==> src/rtl/multi_limit_pkg.sv <==
`default_nettype none
// ============================================================================
// Module      : multi_limit_pkg
// Description : Shared types for the multi-channel laser pulse limit checker:
//               per-channel FSM states, fault codes and the fault-code
//               priority helper used by the fault log.
// Revision    : 1.0 - initial release
// ============================================================================
package multi_limit_pkg;

  // Per-channel measurement state.
  typedef enum logic [1:0] {
    ST_UNARMED = 2'd0,
    ST_HIGH    = 2'd1,
    ST_LOW     = 2'd2
  } ch_state_t;

  // Fault codes double as bit positions in a channel's 4-bit flag vector.
  typedef enum logic [1:0] {
    FC_WIDTH_LO  = 2'd0,
    FC_WIDTH_HI  = 2'd1,
    FC_PERIOD_LO = 2'd2,
    FC_PERIOD_HI = 2'd3
  } fault_code_t;

  localparam int c_num_codes = 4;

  // Lowest-numbered fault code present in a flag vector (FC_WIDTH_LO if none).
  function automatic fault_code_t first_code(input logic [c_num_codes-1:0] v);
    fault_code_t c;
    c = FC_WIDTH_LO;
    for (int k = c_num_codes - 1; k >= 0; k--) begin
      if (v[k]) begin
        c = fault_code_t'(k[1:0]);
      end
    end
    return c;
  endfunction

endpackage
`default_nettype wire

==> src/rtl/pulse_limit_channel.sv <==
`default_nettype none
// ============================================================================
// Module      : pulse_limit_channel
// Description : One laser-pulse channel: two-stage sampling with edge detect,
//               UNARMED/HIGH/LOW measurement FSM, saturating width and period
//               counters, sticky fail flags and in-range window outputs.
// Revision    : 1.0 - initial release
// ============================================================================
module pulse_limit_channel
  import multi_limit_pkg::*;
#(
  parameter int CNT_W = 32
) (
  input  logic                   clk,
  input  logic                   rst,
  input  logic                   clear_i,
  input  logic                   enable_i,
  input  logic                   pulse_i,
  input  logic [CNT_W-1:0]       width_min_i,
  input  logic [CNT_W-1:0]       width_max_i,
  input  logic [CNT_W-1:0]       period_min_i,
  input  logic [CNT_W-1:0]       period_max_i,
  output logic [c_num_codes-1:0] flags_o,
  output logic                   width_window_o,
  output logic                   period_window_o
);

  localparam logic [CNT_W-1:0] c_cnt_max = '1;
  localparam logic [CNT_W-1:0] c_one     = {{(CNT_W-1){1'b0}}, 1'b1};

  ch_state_t              state_q, state_d;
  logic                   samp_q, prev_q;
  logic [CNT_W-1:0]       width_q, width_d;
  logic [CNT_W-1:0]       period_q, period_d;
  logic [c_num_codes-1:0] flags_q, flags_d;
  logic [c_num_codes-1:0] w_viol;

  logic                   w_rise, w_fall;
  logic                   w_width_inv, w_period_inv;
  logic [CNT_W-1:0]       w_width_inc, w_period_inc;

  assign w_rise       = samp_q & ~prev_q;
  assign w_fall       = ~samp_q & prev_q;
  // Inverted limit windows make every checked edge fail its lower bound.
  assign w_width_inv  = (width_min_i > width_max_i);
  assign w_period_inv = (period_min_i > period_max_i);
  assign w_width_inc  = (width_q == c_cnt_max) ? width_q : width_q + c_one;
  assign w_period_inc = (period_q == c_cnt_max) ? period_q : period_q + c_one;

  // Next state, counters and violations of the sample currently registered.
  always_comb begin
    state_d  = state_q;
    width_d  = width_q;
    period_d = period_q;
    w_viol   = '0;
    case (state_q)
      ST_UNARMED: begin
        if (w_rise) begin
          state_d  = ST_HIGH;
          width_d  = c_one;
          period_d = c_one;
        end
      end
      ST_HIGH: begin
        period_d = w_period_inc;
        if (w_period_inc > period_max_i) begin
          w_viol[FC_PERIOD_HI] = 1'b1;
        end
        if (w_fall) begin
          state_d = ST_LOW;
          if ((width_q < width_min_i) || w_width_inv) begin
            w_viol[FC_WIDTH_LO] = 1'b1;
          end
        end else begin
          width_d = w_width_inc;
          if (w_width_inc > width_max_i) begin
            w_viol[FC_WIDTH_HI] = 1'b1;
          end
        end
      end
      ST_LOW: begin
        if (w_rise) begin
          state_d  = ST_HIGH;
          width_d  = c_one;
          period_d = c_one;
          if ((period_q < period_min_i) || w_period_inv) begin
            w_viol[FC_PERIOD_LO] = 1'b1;
          end
        end else begin
          period_d = w_period_inc;
          if (w_period_inc > period_max_i) begin
            w_viol[FC_PERIOD_HI] = 1'b1;
          end
        end
      end
      default: begin
        state_d = ST_UNARMED;
      end
    endcase

    // A disabled channel never reports; a clear re-arms from scratch, but a
    // violation found in the clear cycle still lands in the flags below.
    if (!enable_i) begin
      w_viol = '0;
    end
    if (!enable_i || clear_i) begin
      state_d  = ST_UNARMED;
      width_d  = '0;
      period_d = '0;
    end
    flags_d = (clear_i ? '0 : flags_q) | w_viol;
  end

  // Sample pipeline, FSM state, counters and sticky flags.
  always_ff @(posedge clk or posedge rst) begin
    if (rst) begin
      state_q  <= ST_UNARMED;
      samp_q   <= 1'b0;
      prev_q   <= 1'b0;
      width_q  <= '0;
      period_q <= '0;
      flags_q  <= '0;
    end else begin
      state_q  <= state_d;
      samp_q   <= pulse_i;
      prev_q   <= samp_q;
      width_q  <= width_d;
      period_q <= period_d;
      flags_q  <= flags_d;
    end
  end

  assign flags_o         = flags_q;
  assign width_window_o  = (state_q == ST_HIGH) &&
                           (width_q >= width_min_i) && (width_q <= width_max_i);
  assign period_window_o = (state_q != ST_UNARMED) &&
                           (period_q >= period_min_i) && (period_q <= period_max_i);

endmodule
`default_nettype wire

==> src/rtl/multi_limit_check.sv <==
`default_nettype none
// ============================================================================
// Module      : multi_limit_check
// Description : NUM_CH independent laser-pulse width/period limit checkers
//               with shared limits, aggregated fail output and an optional
//               first-fault log.
//               Optional feature macro: MULTI_LIMIT_CHECK_FAULT_LOG_EN
//               (defined: fault log active; undefined: log outputs tied to 0).
// Revision    : 1.0 - initial release
// ============================================================================
module multi_limit_check
  import multi_limit_pkg::*;
#(
  parameter int NUM_CH = 4,
  parameter int CNT_W  = 32
) (
  input  logic              clk,
  input  logic              rst,
  input  logic              clear_fail,
  input  logic [NUM_CH-1:0] ch_enable,
  input  logic [NUM_CH-1:0] laser_pulse,
  input  logic [CNT_W-1:0]  width_min,
  input  logic [CNT_W-1:0]  width_max,
  input  logic [CNT_W-1:0]  period_min,
  input  logic [CNT_W-1:0]  period_max,
  output logic [NUM_CH-1:0] fail_width_lo,
  output logic [NUM_CH-1:0] fail_width_hi,
  output logic [NUM_CH-1:0] fail_period_lo,
  output logic [NUM_CH-1:0] fail_period_hi,
  output logic              any_fail,
  output logic [NUM_CH-1:0] width_window,
  output logic [NUM_CH-1:0] period_window,
  output logic              first_fault_valid,
  output logic [3:0]        first_fault_ch,
  output logic [1:0]        first_fault_code
);

  logic [NUM_CH-1:0][c_num_codes-1:0] w_flags;

  for (genvar g = 0; g < NUM_CH; g++) begin : g_ch
    pulse_limit_channel #(
      .CNT_W (CNT_W)
    ) u_chan (
      .clk             (clk),
      .rst             (rst),
      .clear_i         (clear_fail),
      .enable_i        (ch_enable[g]),
      .pulse_i         (laser_pulse[g]),
      .width_min_i     (width_min),
      .width_max_i     (width_max),
      .period_min_i    (period_min),
      .period_max_i    (period_max),
      .flags_o         (w_flags[g]),
      .width_window_o  (width_window[g]),
      .period_window_o (period_window[g])
    );
    assign fail_width_lo[g]  = w_flags[g][FC_WIDTH_LO];
    assign fail_width_hi[g]  = w_flags[g][FC_WIDTH_HI];
    assign fail_period_lo[g] = w_flags[g][FC_PERIOD_LO];
    assign fail_period_hi[g] = w_flags[g][FC_PERIOD_HI];
  end

  assign any_fail = |w_flags;

`ifdef MULTI_LIMIT_CHECK_FAULT_LOG_EN
  logic        log_valid_q, log_valid_d;
  logic [3:0]  log_ch_q, log_ch_d;
  fault_code_t log_code_q, log_code_d;

  // Flags were all zero since the last clear, so the first non-zero flag set
  // seen while the log is empty is exactly the first fault batch. Scanning
  // downward lets the lowest channel overwrite higher ones.
  always_comb begin
    log_valid_d = clear_fail ? 1'b0 : log_valid_q;
    log_ch_d    = clear_fail ? 4'd0 : log_ch_q;
    log_code_d  = clear_fail ? FC_WIDTH_LO : log_code_q;
    if (!clear_fail && !log_valid_q) begin
      for (int i = NUM_CH - 1; i >= 0; i--) begin
        if (|w_flags[i]) begin
          log_valid_d = 1'b1;
          log_ch_d    = 4'(i);
          log_code_d  = first_code(w_flags[i]);
        end
      end
    end
  end

  // Fault log registers.
  always_ff @(posedge clk or posedge rst) begin
    if (rst) begin
      log_valid_q <= 1'b0;
      log_ch_q    <= 4'd0;
      log_code_q  <= FC_WIDTH_LO;
    end else begin
      log_valid_q <= log_valid_d;
      log_ch_q    <= log_ch_d;
      log_code_q  <= log_code_d;
    end
  end

  assign first_fault_valid = log_valid_q;
  assign first_fault_ch    = log_ch_q;
  assign first_fault_code  = log_code_q;
`else
  assign first_fault_valid = 1'b0;
  assign first_fault_ch    = 4'd0;
  assign first_fault_code  = 2'd0;
`endif

endmodule
`default_nettype wire
==> config.mk <==
export PLATFORM = sky130hd
export DESIGN_NAME = multi_limit_check
export DESIGN_NICKNAME = d
export VERILOG_FILES = /design/src/rtl/multi_limit_pkg.sv /design/src/rtl/pulse_limit_channel.sv /design/src/rtl/multi_limit_check.sv
export SDC_FILE = /design/constraint.sdc
export NUM_CORES = 2
export LEC_CHECK = 0
export CAP_MARGIN = 20
export CORE_MARGIN = 5
export CORE_UTILIZATION = 40
export DETAILED_ROUTE_END_ITERATION = 10
export PLACE_DENSITY = 0.67
export REMOVE_ABC_BUFFERS = 1
export SKIP_LAST_GASP = 1
export SLEW_MARGIN = 30
export SYNTH_ARGS = -nofsm -noshare
export SYNTH_HDL_FRONTEND = slang
export SYNTH_SLANG_ARGS = --single-unit
==> constraint.sdc <==
create_clock -name clk -period 16.55 [get_ports clk]
set_input_delay 3.31 -clock clk [delete_from_list [all_inputs] [get_ports clk]]
set_output_delay 3.31 -clock clk [all_outputs]
set_load 0.005 [all_outputs]
# == Yosys cells after proc, flatten, opt, wreduce, memory -nomap -nowiden ==
# Cells that the tools add are included.
# word_totals
wordCells,287
out_inout_bits,32
register_bits,288
# op_classes
eq_ne,32
order_cmp,34
n_reduce_logical,65
add_sub_neg,8
n_mux,104
n_bitwise,20
# op_table
cell,count
32-bit 2-to-1 mux,28
32-bit case mux with 3 select lines,4
32-bit greater-than comparator,10
32-bit by 1-bit adder with 32-bit output (second input constant),8
32-bit == test (second input constant),8
32-bit >= comparator,8
32-bit less-or-equal comparator,8
32-bit less-than comparator,8
32-bit case mux with 2 select lines,4
1-bit 2-to-1 mux,36
3-bit by 1-bit inequality test with 1-bit output (second input constant),12
2-bit 2-to-1 mux,16
4-bit 2-to-1 mux,8
1-bit logical AND,16
4-bit OR,4
2-bit case mux with 2 select lines,4
2-bit AND reduction,8
4-bit nonzero test,4
16-bit OR reduction,1
1-bit logical OR,12
3-bit inequality test (second input constant),4
3-bit AND reduction,4
3-bit nonzero test,4
1-bit bitwise AND,8
8 further kinds,36

# == Depth between registers and ports, before layout ==
# depth
depth_word,8
mapped_depth,16
mapped_depth_nobuf,14

# == Hierarchy ==
# Synthesis repeated with hierarchy kept, for this count alone.
# hier_totals
cells_unflattened,5515
hier_area_um2,43835.8
# by_module_without_submodules
module,area_per_inst_um2,cells_per_inst,n_inst
pulse_limit_channel at g_ch[2].u_chan,10965.5,1382,1
pulse_limit_channel at g_ch[1].u_chan,10960.5,1364,1
pulse_limit_channel at g_ch[3].u_chan,10939.2,1380,1
pulse_limit_channel at g_ch[0].u_chan,10882.9,1376,1
multi_limit_check,87.6,13,1

# == Worst setup path before layout ==
# Ideal clock, no wire load.
# synth_timing
path_kind,input-to-output
startpoint,input period_max[14]
endpoint,output period_window[1]
path_stages,8
arrival_time_ns,5.092
setup_slack_ns,8.148
required_ns,13.240
n_path_buf,1
cell_sequence,inv_1 -> ha_1 -> a21oi_1 -> nand2_1 -> a221o_1 -> o311a_1 -> a2111oi_0 -> buf_4
# synth_between
elab_chain_len,2
# synth_lines
item,line_no,source
"start, declared",multi_limit_check.sv:25,"input logic [CNT_W-1:0] period_max,"
32-bit less-or-equal comparator,pulse_limit_channel.sv:137,(period_q >= period_min_i) && (period_q <= period_max_i);
1-bit logical AND,pulse_limit_channel.sv:137,
"end, declared",multi_limit_check.sv:32,"output logic [NUM_CH-1:0] period_window,"
# No other way between the ends.

# == Worst setup path after layout ==
# layout_timing
startpoint,input width_max[5]
endpoint,output width_window[2]
# layout_between
elab_chain_len,2
# layout_lines
item,line_no,source
"start, declared",multi_limit_check.sv:23,"input logic [CNT_W-1:0] width_max,"
32-bit less-or-equal comparator,pulse_limit_channel.sv:135,(width_q >= width_min_i) && (width_q <= width_max_i);
1-bit logical AND,pulse_limit_channel.sv:135,
"end, declared",multi_limit_check.sv:31,"output logic [NUM_CH-1:0] width_window,"
# No other way between the ends.

==> key figures <==
Run status
  – Status: complete, no violations

STA
  – Worst slew margin: 31.5%
  – Max-slew violation count: 0
  – Worst Skew: 0.0403 ns
  – Worst Tran Pin Value: 1.02 ns
  – Fin crit period: 10.16 ns
  – FMAX: 98.4 MHz
  – Final setup viols: 0
  – Crit path setup slack, layout: 6.39 ns
  – Fin. Hold Viols: 0
  – RSZ-0062 raised after global routing: no
  – Final period utilization: 61.4%
  – Setup tns final: 0 ns

Power and ir drop
  – Leakage: 20.1 nW
  – Pint: 0.00141 W
  – Sequential Power Share: 35.1%
  – Power Density: 47.8 nW/um2
  – Switching part of the total: 30.7%
  – Comb pwr share: 16.6%
  – Switch Pwr: 0.000626 W
  – Maximum VDD drop: 0.0730 mV
  – Pwr Total: 0.00204 W
  – Clock power share: 48.3%

Hold path
  – Worst hold path depth: 0
  – Critical hold path startpoint: g_ch[0].u_chan.samp_q
  – Hold crit path type: reg2reg
  – Hold EP: g_ch[0].u_chan.prev_q

Critical path
  – Delay-heaviest family, CP: buffers and inverters
  – Reg2reg start: g_ch[0].u_chan.width_q[1]
  – Crit-path cells: clkdlybuf4s50_1 -> inv_1 -> ha_1 -> a21oi_1 -> o21a_1 -> nor3_1 -> nor4b_1 -> o41ai_1 -> a211oi_1 -> clkdlybuf4s50_1
  – Worst Setup End Kind: output port
  – Max incr delay on CP: 0.81 ns
  – R2R depth: 13
  – Cell mode on critical path: clkdlybuf4s50_1
  – CP Max Fanout: 9
  – FF-to-FF setup slack: 11.37 ns
  – WP data arrival: 6.85 ns
  – Reg2reg end: g_ch[0].u_chan.flags_o[1]
  – Critical path's slowest cell: nor4b_1
  – Setup crit start kind: input pin
  – Worst path bufs/invs: 3
  – Crit Path Class: in2out
  – CP Data Required Time: 13.24 ns

Routing
  – Initial DRT Pass Iterations: 6
  – Routed len/inst: 24.8 um
  – DR vias/cell: 6.43
  – Initial DRC Count: 3490
  – Detail Route Antenna Nets: 0
  – # DRC: 0
  – Total number of vias: 38800
  – Final wirelength: 150000 um

CTS
  – Worst skew pair latency: 0.62 ns
  – Hold-fix buffers, CTS: 0
  – Max Buffers Root-to-Sink: 3
  – CTS buffer count: 39
  – Post-CTS sizing: 0
  – Sinks on Clock Net: 288
  – Post-CTS Setup Repair Bufs: 0
  – Clk slew on worst S/H paths: 0.06 ns
  – TritonCTS clock tree: built
  – Root buf cell: clkbuf_16
  – Max H-tree Level: 2

Synthesis
  – Synth warn: 0
  – Synth Area in Adders: 28.0%
  – Seq/Total Area, Yosys: 18.8%
  – Mux cell area share after synthesis: 0.389%
  – Largest family of logic cells by synthesized area: adder cells
  – Cell count after synthesis: 4656
  – Compound-cell area share of the yosys netlist: 22.3%
  – Synth Area in XOR/XNOR: 5.38%
  – Mapped Avg Cell Area: 8.21 um2
  – Synth Area in Simple Gates: 20.8%
  – Mapped cell area: 38200 um2
  – Number of synthesized flops with an enable pin: 0
  – Ys async rst share: 100%
  – Synthesis-stage register bit count: 288
  – Synth unique cells: 88
  – Most used DFF post-synth: dfrtp_1

Placed design
  – Post-DP Area: 41200 um2
  – Dpl ws: 6.46 ns
  – IO Port Bufs: 163
  – Detail Placement HPWL: 116000 um
  – RePlAce Congestion: 1.03

Global route
  – Global Route Usage Sum: 28.0%
  – Number of global-route vias before repair: 36400
  – Pin count of the biggest net entering global routing: 110
  – Initial antenna violation count: 4
  – Global route total overflow: 0
  – First-pass GRT wire length: 224000 um

Cells and area
  – Register Area: 7210 um2
  – Area occupied by multi-input gates: 29500 um2
  – Layout area overhead: 11.5%
  – Most common cell after layout, fill and taps aside: ha_1
  – Filler cells: 9298
  – Proportion of layout cells with a drive suffix above 1: 3.88%
  – Post-route cell area: 42600 um2
  – Fin nets: 5729
  – Most frequent cells in the layout: ha_1 (856), nand2_1 (445), a21oi_1 (411), dfrtp_1 (288), o21ai_0 (236)

Floorplanning
  – Die Y-Extent: 319 um
  – Total I/O pin count: 171
  – # rows: 113
  – Core Region: 94900 um2
  – Initial Util: 40.3%
  – Die area: 102000 um2
  – Die Width: 319 um

Job
  – Max_cap viols: 0
[flip-flops by register name, summed over array words and instances (netlist names)]
register,cells
g_ch.u_chan.state_q,8
g_ch.u_chan.flags_o,16
g_ch.u_chan.period_q,128
g_ch.u_chan.width_q,128
g_ch.u_chan.prev_q,4
g_ch.u_chan.samp_q,4
[kinds of logic after synthesis]
| group | after synthesis |
|---|---|
| other cells | 1 |
| simple gates | 1518 |
| buf+inv | 412 |
| mux | 14 |
| xor+xnor | 235 |
| flops | 288 |
| compound gates | 1332 |
| fa+ha+maj | 856 |
[layer usage]
metal	up-vias	part of all wire, %	track usage [%]
met5	-	0.019	0
met4	4	7.9	17.7
met3	484	8.2	4.74
met2	1883	44	44.8
met1	18400	40	35.2
li1	18000	-	-
[Yosys cell counts (10+ instances only)]
cell      number  area, um2
a221o_1       20        200
o211ai_1      45        338
nor3_1        80        400
a21oi_1      412       2060
a221oi_1      23        201
nand2_1      445       1670
a21o_1       105        788
ha_1         856      10700
nand3_1      189        946
nor2_1       177        664
and4_1        56        490
or2_2         10       62.6
buf_2         26        130
inv_1        226        848
o31ai_1       66        495
a41oi_1       24        210
xor2_1        71        622
o311ai_0      12        105
xnor2_1      164       1440
o21a_1        10       75.1
buf_4         16        120
o22ai_1       12       75.1
o21ai_0      236       1180
and2_1        24        150
a22o_1        30        263
o41ai_1       13        114
or4_1         24        180
nor4_1        63        394
o21ai_1       15       75.1
nand2b_1      32        200
nor2b_1       39        244
a31oi_1      164       1030
and3_1        57        357
or3_1         35        219
clkbuf_1     133        499
a22oi_1       19        143
nand4_1      235       1470
dfrtp_1      288       7210
and2_0        17        106
a211oi_1      24        180
[worst max-delay path by stage]
stage                   startpoint  slack [ns]                   endpoint  cells past startpoint
floorplan                      rst        5.29  g_ch[0].u_chan.flags_o[0]                      1
global placement      width_max[5]        5.71            width_window[3]                     10
detailed placement    width_max[5]        6.46            width_window[3]                     10
CTS                   width_max[5]        6.45            width_window[3]                     10
global route        period_max[25]        6.24           period_window[1]                     10
finish                width_max[5]        6.39            width_window[2]                     10
[power by group through the flow]
stage | Combinational (W) | Clock, W | Sequential, W
after floorplan | 0.000185 | 0 | 0.000725
after global placement | 0.000320 | 0 | 0.000727
after detailed placement | 0.000329 | 0 | 0.000727
after CTS | 0.000331 | 0.000997 | 0.000715
after global routing | 0.000372 | 0.00102 | 0.000715
final | 0.000338 | 0.000984 | 0.000715
[metrics by stage]
step / std cells / hold slack (ns) / util (%)
global placement: 5957 / 0.516 / 43.4
detailed placement: 5957 / 0.518 / 43.4
finish: 6032 / 0.505 / 45.0
floorplan: 4477 / 0.396 / -
global route: 6029 / 0.542 / 44.9
CTS: 6028 / 0.532 / 44.9
[area by class of cell]
type	instances	share of cell area (%)
Multi-Input combinational cell	3962	69.2
Sequential cell	288	16.9
Timing Repair Buffer	216	4.78
Tap cell	1265	3.71
Clock buffer	51	2.58
Inverter	227	2.02
Clock inverter	20	0.792
Antenna cell	3	0.0176
[worst register-to-register path: cells and delay by family (launching register included)]
family	cells	cell delay [ns]
compound gates	2	0.46
xor+xnor	1	0.16
fa+ha+maj	2	0.80
flops	1	0.54
simple gates	8	3.08
No activity file was read; power rests on OpenSTA's default activity.
